[src/rtl/pipe_stage_reg.sv]
// pipe_stage_reg: valid/ready pipeline register; define PIPE_SKID_BUFFER_EN for a 2-entry skid buffer with registered in_ready
module pipe_stage_reg #(
  parameter int DATA_W       = 107,
  parameter bit CLR_ON_FLUSH = 1'b0
) (
  input  logic              clk,
  input  logic              reset,
  input  logic              flush,
  input  logic              in_valid,
  input  logic [DATA_W-1:0] in_data,
  output logic              in_ready,
  output logic              out_valid,
  output logic [DATA_W-1:0] out_data,
  input  logic              out_ready,
  output logic [1:0]        occ
);
`ifdef PIPE_SKID_BUFFER_EN
  typedef enum logic [1:0] {EMPTY, ONE, TWO} state_t;
`else
  typedef enum logic [1:0] {EMPTY, ONE} state_t;
`endif
  state_t state, state_nx;
  logic [DATA_W-1:0] main_q, main_nx;
  assign out_data  = main_q;
  assign out_valid = state != EMPTY;
  assign occ       = state;
`ifdef PIPE_SKID_BUFFER_EN
  logic [DATA_W-1:0] skid_q, skid_nx;
  assign in_ready = state != TWO;
  always_comb begin
    state_nx = state;
    main_nx  = main_q;
    skid_nx  = skid_q;
    if (flush) begin
      state_nx = EMPTY;
      if (CLR_ON_FLUSH) begin
        main_nx = '0;
        skid_nx = '0;
      end
    end else begin
      case (state)
        EMPTY: if (in_valid) begin
          state_nx = ONE;
          main_nx  = in_data;
        end
        ONE: if (in_valid && out_ready) main_nx = in_data;
          else if (in_valid) begin
            state_nx = TWO;
            skid_nx  = in_data;
          end else if (out_ready) state_nx = EMPTY;
        TWO: if (out_ready) begin
          state_nx = ONE;
          main_nx  = skid_q;
        end
        default: state_nx = EMPTY;
      endcase
    end
  end
  always_ff @(posedge clk or posedge reset)
    if (reset) skid_q <= '0;
    else skid_q <= skid_nx;
`else
  assign in_ready = state == EMPTY || out_ready;
  always_comb begin
    state_nx = state;
    main_nx  = main_q;
    if (flush) begin
      state_nx = EMPTY;
      if (CLR_ON_FLUSH) main_nx = '0;
    end else if (in_valid && in_ready) begin
      state_nx = ONE;
      main_nx  = in_data;
    end else if (out_ready) state_nx = EMPTY;
  end
`endif
  always_ff @(posedge clk or posedge reset)
    if (reset) begin
      state  <= EMPTY;
      main_q <= '0;
    end else begin
      state  <= state_nx;
      main_q <= main_nx;
    end
endmodule

[config.mk]
export PLATFORM = sky130hd
export DESIGN_NAME = pipe_stage_reg
export DESIGN_NICKNAME = d
export VERILOG_FILES = /design/src/rtl/pipe_stage_reg.sv
export SDC_FILE = /design/constraint.sdc
export NUM_CORES = 1
export LEC_CHECK = 0
export CAP_MARGIN = 20
export CORE_UTILIZATION = 38
export CTS_CLUSTER_SIZE = 24
export DETAILED_ROUTE_END_ITERATION = 10
export PLACE_DENSITY_LB_ADDON = 0.15
export SYNTH_ARGS = -nofsm -noshare
export SYNTH_HDL_FRONTEND = slang
export SYNTH_SLANG_ARGS = --single-unit
[constraint.sdc]
create_clock -name clk -period 9.6 [get_ports clk]
set_input_delay 1.92 -clock clk [delete_from_list [all_inputs] [get_ports clk]]
set_output_delay 1.92 -clock clk [all_outputs]
set_load 0.01 [all_outputs]
# [Yosys cells after proc, flatten, opt, wreduce, memory -nomap -nowiden]
# Cells that the tools add are included.
[classes] mux=3 n_reduce_logical=6 bitwise_logic=1
[op_table] operator="2-to-1 mux 2 bit" count=3
[op_table] operator="nonzero test 3 bit" count=1
[op_table] operator="logical NOT 2 bit" count=1
[op_table] operator="AND reduction 2 bit" count=1
[op_table] operator="nonzero test 2 bit" count=1
[op_table] operator="logical AND 1 bit" count=1
[op_table] operator="logical OR 1 bit" count=1
[op_table] operator="NOT 1 bit" count=1
[totals] out_inout_bits=111 inputBits=112 ff_bits=109 elab_cells=12

# [Depth between registers and ports, before layout]
# Gate-level depths: netlist (run 1).
[logic_depth] depth_word=5 ltp_mapped=6 mapped_depth_nobuf=3

# [Worst setup path before layout (run 1)]
# No wires, ideal clock.
[synth_timing] path_kind="input-to-output" from="in out_ready" to="out in_ready" setup_slack_ns=5.578 t_required_ns=7.680 path_buffers=0 path_stages=2 arrival_time_ns=2.102 path_cell_list="nor2b_4 > inv_1"
[synth_between] elab_chain_len=1
[synth_rtl] element="from (decl)" line_no="14" rtl="input logic out_ready,"
[synth_rtl] element="logical OR 1 bit" line_no="63" rtl="assign in_ready = state == EMPTY || out_ready;"
[synth_rtl] element="to (decl)" line_no="11" rtl="output logic in_ready,"
# No other way between the ends.

# [Final worst setup path (run 1)]
# Same ends and word-level chain as after synthesis.

==> impl_metrics.py, run 1 <==
metrics = {
    "cts": {
        "numCtsBuffers": 9,
        "cts.path.max_buffers": 2,
        "cts.clk_slew.worst_paths_ns": 0.09,
        "cts.sinks": 108,
        "cts_hold_repair.buffers": 0,
        "cts_post_setup_buffers_inserted": 0,
        "cts-htree-levels": 3,
        "tritoncts_clock_tree": "done",
        "clk_latency_ns": 0.36,
        "cts_resized": 0,
        "root_buffer": "clkbuf_8",
    },
    "synthesis": {
        "synthesis.area_mm2": 0.004224,
        "share_of_the_yosys_chip_area_belonging_to_registers_pct": 63.98,
        "number_of_synthesized_register_bits": 108,
        "postSynthNetCount": 348,
        "yosysWarnings": 0,
        "synth.distinct_cells": 11,
        "synthesis.instances": 236,
        "post_synth.cell_area_avg_um2": 17.90,
        "top_cell_type_s_share_of_synthesized_area_pct": 63.98,
        "leading_area_contributor_after_synthesis": "dfrtp_1",
        "netlist_top_cells_area": "dfrtp_1, mux2_2, mux2_4",
    },
    "setup_path": {
        "setup.worst_path.start_class": "primary input",
        "r2r_slack_ns": 6.88,
        "cp-startpoint": "out_ready",
        "endpoint": "in_ready",
        "critPathRequiredTime_ns": 7.68,
        "worst-endpoint-arrival_ns": 3.05,
        "reg2regPathDepth": 5,
        "critical_path.reg2reg.startpoint": "occ[0]",
        "criticalPathCategory": "in -> out",
        "worst_setup_path_end_kind": "output pin",
        "path_max_fanout": 3,
        "rr_endpoint": "out_data[29]",
    },
    "place": {
        "gp_routability_congestion": 0.7197,
        "port_buffers": 221,
        "detail_placement_hpwl_mm": 7.183,
        "place.detailed.instances": 586,
    },
    "sta": {
        "worst_slew_pin_slew_ns": 0.8200,
        "final.period_utilization_pct": 51.81,
        "max_clock_freq_mhz": 201.1,
        "timing.final.crit_period_ns": 4.974,
        "fin_tns_setup_ns": 0,
        "finalHoldViolations": 0,
        "grt_setup_unrepaired": "false",
        "finalClockSkew_ns": 0.008076,
        "maxSlewViolCount": 0,
        "timing.max_slew.rel_slack_pct": 45.33,
        "finalSetupViolations": 0,
        "timing.hold.ws_ns": 0.5114,
    },
    "route": {
        "via_count": 2793,
        "first_iter_violations": 56,
        "detail_route.vias_per_cell": 4.647,
        "detail_route.wirelength_mm": 9.892,
        "drt_drc": 0,
        "detail_route.wl_per_cell_um": 16.46,
        "drtPass1Iterations": 4,
        "antenna_left": 0,
    },
    "cells_and_area": {
        "final_common_cell": "clkdlybuf4s50_1",
        "mostFrequentLayoutCells": "clkdlybuf4s50_1, dfrtp_1, mux2_2, mux2_4, clkbuf_8",
        "nets": 569,
        "post_route_cells_drive_above_1_share_pct": 27.55,
        "final-instance-count-excl-fill": 601,
        "insertedDiodeCount": 0,
        "flow.area_growth_from_synthesis_pct": 58.35,
        "final_core_utilization_pct": 61.70,
    },
    "global_route": {
        "grt_util_all_layers_pct": 18.02,
        "grt_first_pass_wirelength_mm": 15.57,
        "total_gr_overflow": 0,
        "largest_net_degree_at_the_start_of_global_routing": 58,
        "number_of_global_route_vias_before_repair": 3047,
        "antenna_found_initial": 0,
    },
    "floorplanning": {
        "initial_core_util_pct": 38.97,
        "fp.dieArea_mm2": 0.01154,
        "rows": 38,
        "placeableCoreArea_mm2": 0.01084,
        "die_height_um": 107.4,
        "die_width_um": 107.4,
        "io-pin-count": 223,
    },
    "flow_run": {
        "max_cap_viol_count": 0,
    },
    "power_and_ir_drop": {
        "cellPowerDensity_mw_per_mm2": 183.5,
        "ir_drop_v": 0.0001300,
        "leakagePower_nw": 2.785,
    },
    "hold_path": {
        "worstHoldPathCells": 1,
        "hp-class": "reg -> reg",
    },
    "status": {
        "status": "completed",
    },
}
==> how the worst min path moves through the flow <==
stage                              end  slack, ns         start
after detailed placement  out_data[61]       0.49  out_data[61]
after global routing      out_data[71]       0.53  out_data[71]
after CTS                 out_data[26]       0.52  out_data[26]
final                     out_data[16]       0.51  out_data[16]
after floorplan            out_data[0]       0.55   out_data[0]
after global placement    out_data[32]       0.49  out_data[32]
==> power by group <==
group          switching, mW  leakage, nW  internal (mW)
combinational          0.121         1.41          0.245
sequential            0.0399         1.27          0.532
clock                  0.146        0.102          0.145
total                  0.307         2.78          0.921
==> synth_stat cells <==
cell type / instances
inv_1: 2
nor3b_2: 1
nor2b_4: 1
mux2_2: 77
mux2_4: 30
buf_12: 4
buf_6: 1
dfrtp_1: 108
buf_4: 9
nor2_1: 2
conb_1: 1
==> sequential cells by signal, summed over array words and instances, names as in the netlist <==
name,flops
out_data,107
occ,1
==> layout make-up <==
cell class	count	area [µm²]
fill	861	4151
sequential	108	2703
timing repair buffer	224	2235
multi-input combinational	112	1361
tap	140	175.2
clock buffer	10	127.6
clock inverter	5	77.57
inverter	2	10.01
==> layer usage <==
metal  wire [µm]  up-vias  track usage, %
li1            -     1256               -
met1        3877     1387           20.34
met2        4761      139           29.72
met3        1083       11           8.293
met4         170        0           6.849
met5           0        -               0
==> stage by stage <==
stage	cell area (µm²)	total power, mW	setup WS [ns]
after floorplan	4224	0.7257	4.834
after global placement	6484	0.9411	4.626
after detailed placement	6484	0.9493	4.627
after CTS	6689	1.249	4.619
after global routing	6689	1.293	4.599
final	6689	1.227	4.626
==> cells by family (layout without fill, tap and decap cells) <==
| kind of cell | count (synthesis) | in the layout | synth area share (%) |
|---|---|---|---|
| other | 1 | 1 | 0.08878 |
| flip-flops | 108 | 108 | 63.98 |
| AND/OR/NAND/NOR | 4 | 4 | 0.7997 |
| buffers and inverters | 16 | 241 | 3.940 |
| multiplexers | 107 | 107 | 31.19 |
==> worst max-delay path, stage by stage <==
cell and delay, ns:
clkdlybuf4s50_1 0.50, nor2b_4 0.06, inv_1 0.05, clkdlybuf4s50_1 0.52
Power figures use the tool's default switching activity.
==> run 2, diff against run 1 <==
Settings changed: CORE_UTILIZATION 38 to 36.
Clock period 9.6 ns to 4.25 ns, I/O delays scaled along.
==> run 2 against run 1 <==
Effect of this change: critical path depth did not move; hold slack worse by 0.0069 ns; cell count grew 0.67%; global-route usage decreased by 1.9 points; count of clock-buffer cells in the layout is 4 higher; sequential power increased by 130%; via count shrank 0.68%; power increased by 140%; final area grew 1.6%; critical path type unchanged.
==> impl_metrics.py, run 2 (synthesis results as in run 1) <==
metrics = {
    "route": {
        "detail_route.wirelength_mm": 9.830,
        "detail_route.wl_per_cell_um": 16.25,
        "via_count": 2774,
        "drt_drc": 0,
        "first_iter_violations": 76,
        "detail_route.vias_per_cell": 4.585,
        "antenna_left": 0,
        "drtPass1Iterations": 4,
    },
    "global_route": {
        "number_of_global_route_vias_before_repair": 2872,
        "antenna_found_initial": 0,
        "total_gr_overflow": 0,
        "grt_first_pass_wirelength_mm": 14.62,
        "largest_net_degree_at_the_start_of_global_routing": 57,
        "grt_util_all_layers_pct": 16.16,
    },
    "setup_path": {
        "worstPathCellList": "clkdlybuf4s50_1 > nor2b_4 > inv_1 > clkdlybuf4s50_1",
        "r2r_slack_ns": 2.30,
        "setup.worst_path.start_class": "primary input",
        "delay_of_the_slowest_critical_path_stage_ns": 0.52,
        "worst-endpoint-arrival_ns": 1.98,
        "cp_slowest_cell": "clkdlybuf4s50_1",
        "worst_setup_path_end_kind": "output pin",
        "criticalPathCategory": "in -> out",
        "critical_path.reg2reg.startpoint": "occ[0]",
        "rr_endpoint": "out_data[39]",
        "path_max_fanout": 3,
        "reg2regPathDepth": 4,
        "critPathRequiredTime_ns": 3.40,
        "cpMostUsedCell": "clkdlybuf4s50_1",
    },
    "power_and_ir_drop": {
        "cellPowerDensity_mw_per_mm2": 429.9,
        "p_comb_share_pct": 28.3,
        "seq_power_share_pct": 44.2,
        "clock_power_share_pct": 27.5,
        "p_int_mw": 2.214,
        "ir_drop_v": 0.0002508,
        "netSwitchingPower_mw": 0.7071,
        "leakagePower_nw": 2.835,
        "netSwitchingFraction_pct": 24.20,
    },
    "sta": {
        "timing.final.crit_period_ns": 2.833,
        "timing.hold.ws_ns": 0.5045,
        "finalHoldViolations": 0,
        "finalClockSkew_ns": 0.005106,
        "worst_slew_pin_slew_ns": 0.7144,
        "maxSlewViolCount": 0,
        "final.period_utilization_pct": 66.66,
        "timing.max_slew.rel_slack_pct": 52.37,
        "max_clock_freq_mhz": 353.0,
        "fin_tns_setup_ns": 0,
        "grt_setup_unrepaired": "false",
        "finalSetupViolations": 0,
    },
    "cells_and_area": {
        "insertedDiodeCount": 0,
        "flip_flop_count_of_the_largest_register_all_copies_and_words_added": 107,
        "mostFrequentLayoutCells": "clkdlybuf4s50_1, dfrtp_1, mux2_2, mux2_4, clkbuf_16",
        "nets": 570,
        "final-instance-count-excl-fill": 605,
        "final_core_utilization_pct": 59.52,
        "final_common_cell": "clkdlybuf4s50_1",
        "finalInstanceArea_mm2": 0.006797,
        "post_route_cells_drive_above_1_share_pct": 27.71,
        "flow.area_growth_from_synthesis_pct": 60.90,
    },
    "floorplanning": {
        "die_width_um": 110.3,
        "die_height_um": 110.3,
        "placeableCoreArea_mm2": 0.01142,
        "rows": 39,
        "fp.dieArea_mm2": 0.01217,
        "initial_core_util_pct": 36.99,
        "io-pin-count": 223,
    },
    "cts": {
        "root_buffer": "clkbuf_16",
        "tritoncts_clock_tree": "done",
        "cts.sinks": 108,
        "cts.clk_slew.worst_paths_ns": 0.07,
        "cts_post_setup_buffers_inserted": 0,
        "cts_hold_repair.buffers": 0,
        "numCtsBuffers": 9,
        "clk_latency_ns": 0.34,
        "cts-htree-levels": 3,
        "cts.path.max_buffers": 2,
        "cts_resized": 0,
    },
    "place": {
        "placed_cell_area_mm2": 0.006507,
        "gp_routability_congestion": 0.6936,
        "port_buffers": 221,
        "detail_placement_hpwl_mm": 7.044,
        "place.detailed.instances": 590,
    },
    "hold_path": {
        "hp-class": "reg -> reg",
        "min_to": "out_data[105]",
        "hold_start": "out_data[105]",
        "worstHoldPathCells": 1,
    },
    "flow_run": {
        "max_cap_viol_count": 0,
    },
    "status": {
        "status": "completed",
    },
}
==> run 2: worst max-delay path by stage <==
stage	depth (start not counted)	end	start	slack [ns]
after floorplan	1	occ[0]	reset	0.55
after global placement	4	in_ready	out_ready	1.41
after detailed placement	5	out_data[18]	out_ready	1.41
after CTS	4	in_ready	out_ready	1.41
after global routing	4	in_ready	out_ready	1.38
final	4	in_ready	out_ready	1.42
==> run 2: cell type report <==
| class | count | area, µm² |
|---|---|---|
| fillers | 961 | 4622 |
| flip-flops and latches | 108 | 2703 |
| clock buffers | 14 | 284.0 |
| well taps | 143 | 178.9 |
| multi-input cells | 112 | 1361 |
| inverters | 2 | 10.01 |
| clock inverters | 1 | 5.005 |
| repair buffers | 225 | 2255 |
==> run 2: critical path: cells and delay by family <==
family / cells / cell delay, ns
buffers and inverters: 3 / 1.07
and+or+nand+nor: 1 / 0.06
==> run 2: metrics by stage <==
step / total power, mW / worst slack, ns
final: 2.922 / 1.417
after global routing: 3.073 / 1.378
after CTS: 2.969 / 1.412
after detailed placement: 2.145 / 1.414
after global placement: 2.129 / 1.414
after floorplan: 1.639 / 0.5544
==> run 2: power groups by stage <==
stage / Sequential [mW] / Combinational [mW] / Clock, mW
after floorplan: 1.39 / 0.248 / 0
after global placement: 1.30 / 0.827 / 0
after detailed placement: 1.31 / 0.834 / 0
after CTS: 1.29 / 0.839 / 0.836
after global routing: 1.32 / 0.883 / 0.873
final: 1.29 / 0.827 / 0.802
==> run 2: layer usage <==
metal  GRT usage, %  wire length [µm]  vias up
met1          19.61              3988     1349
met3          7.290              1127       11
met5              0                 0        -
li1               -                 -     1271
met2          24.71              4554      143
met4          7.049               160        0
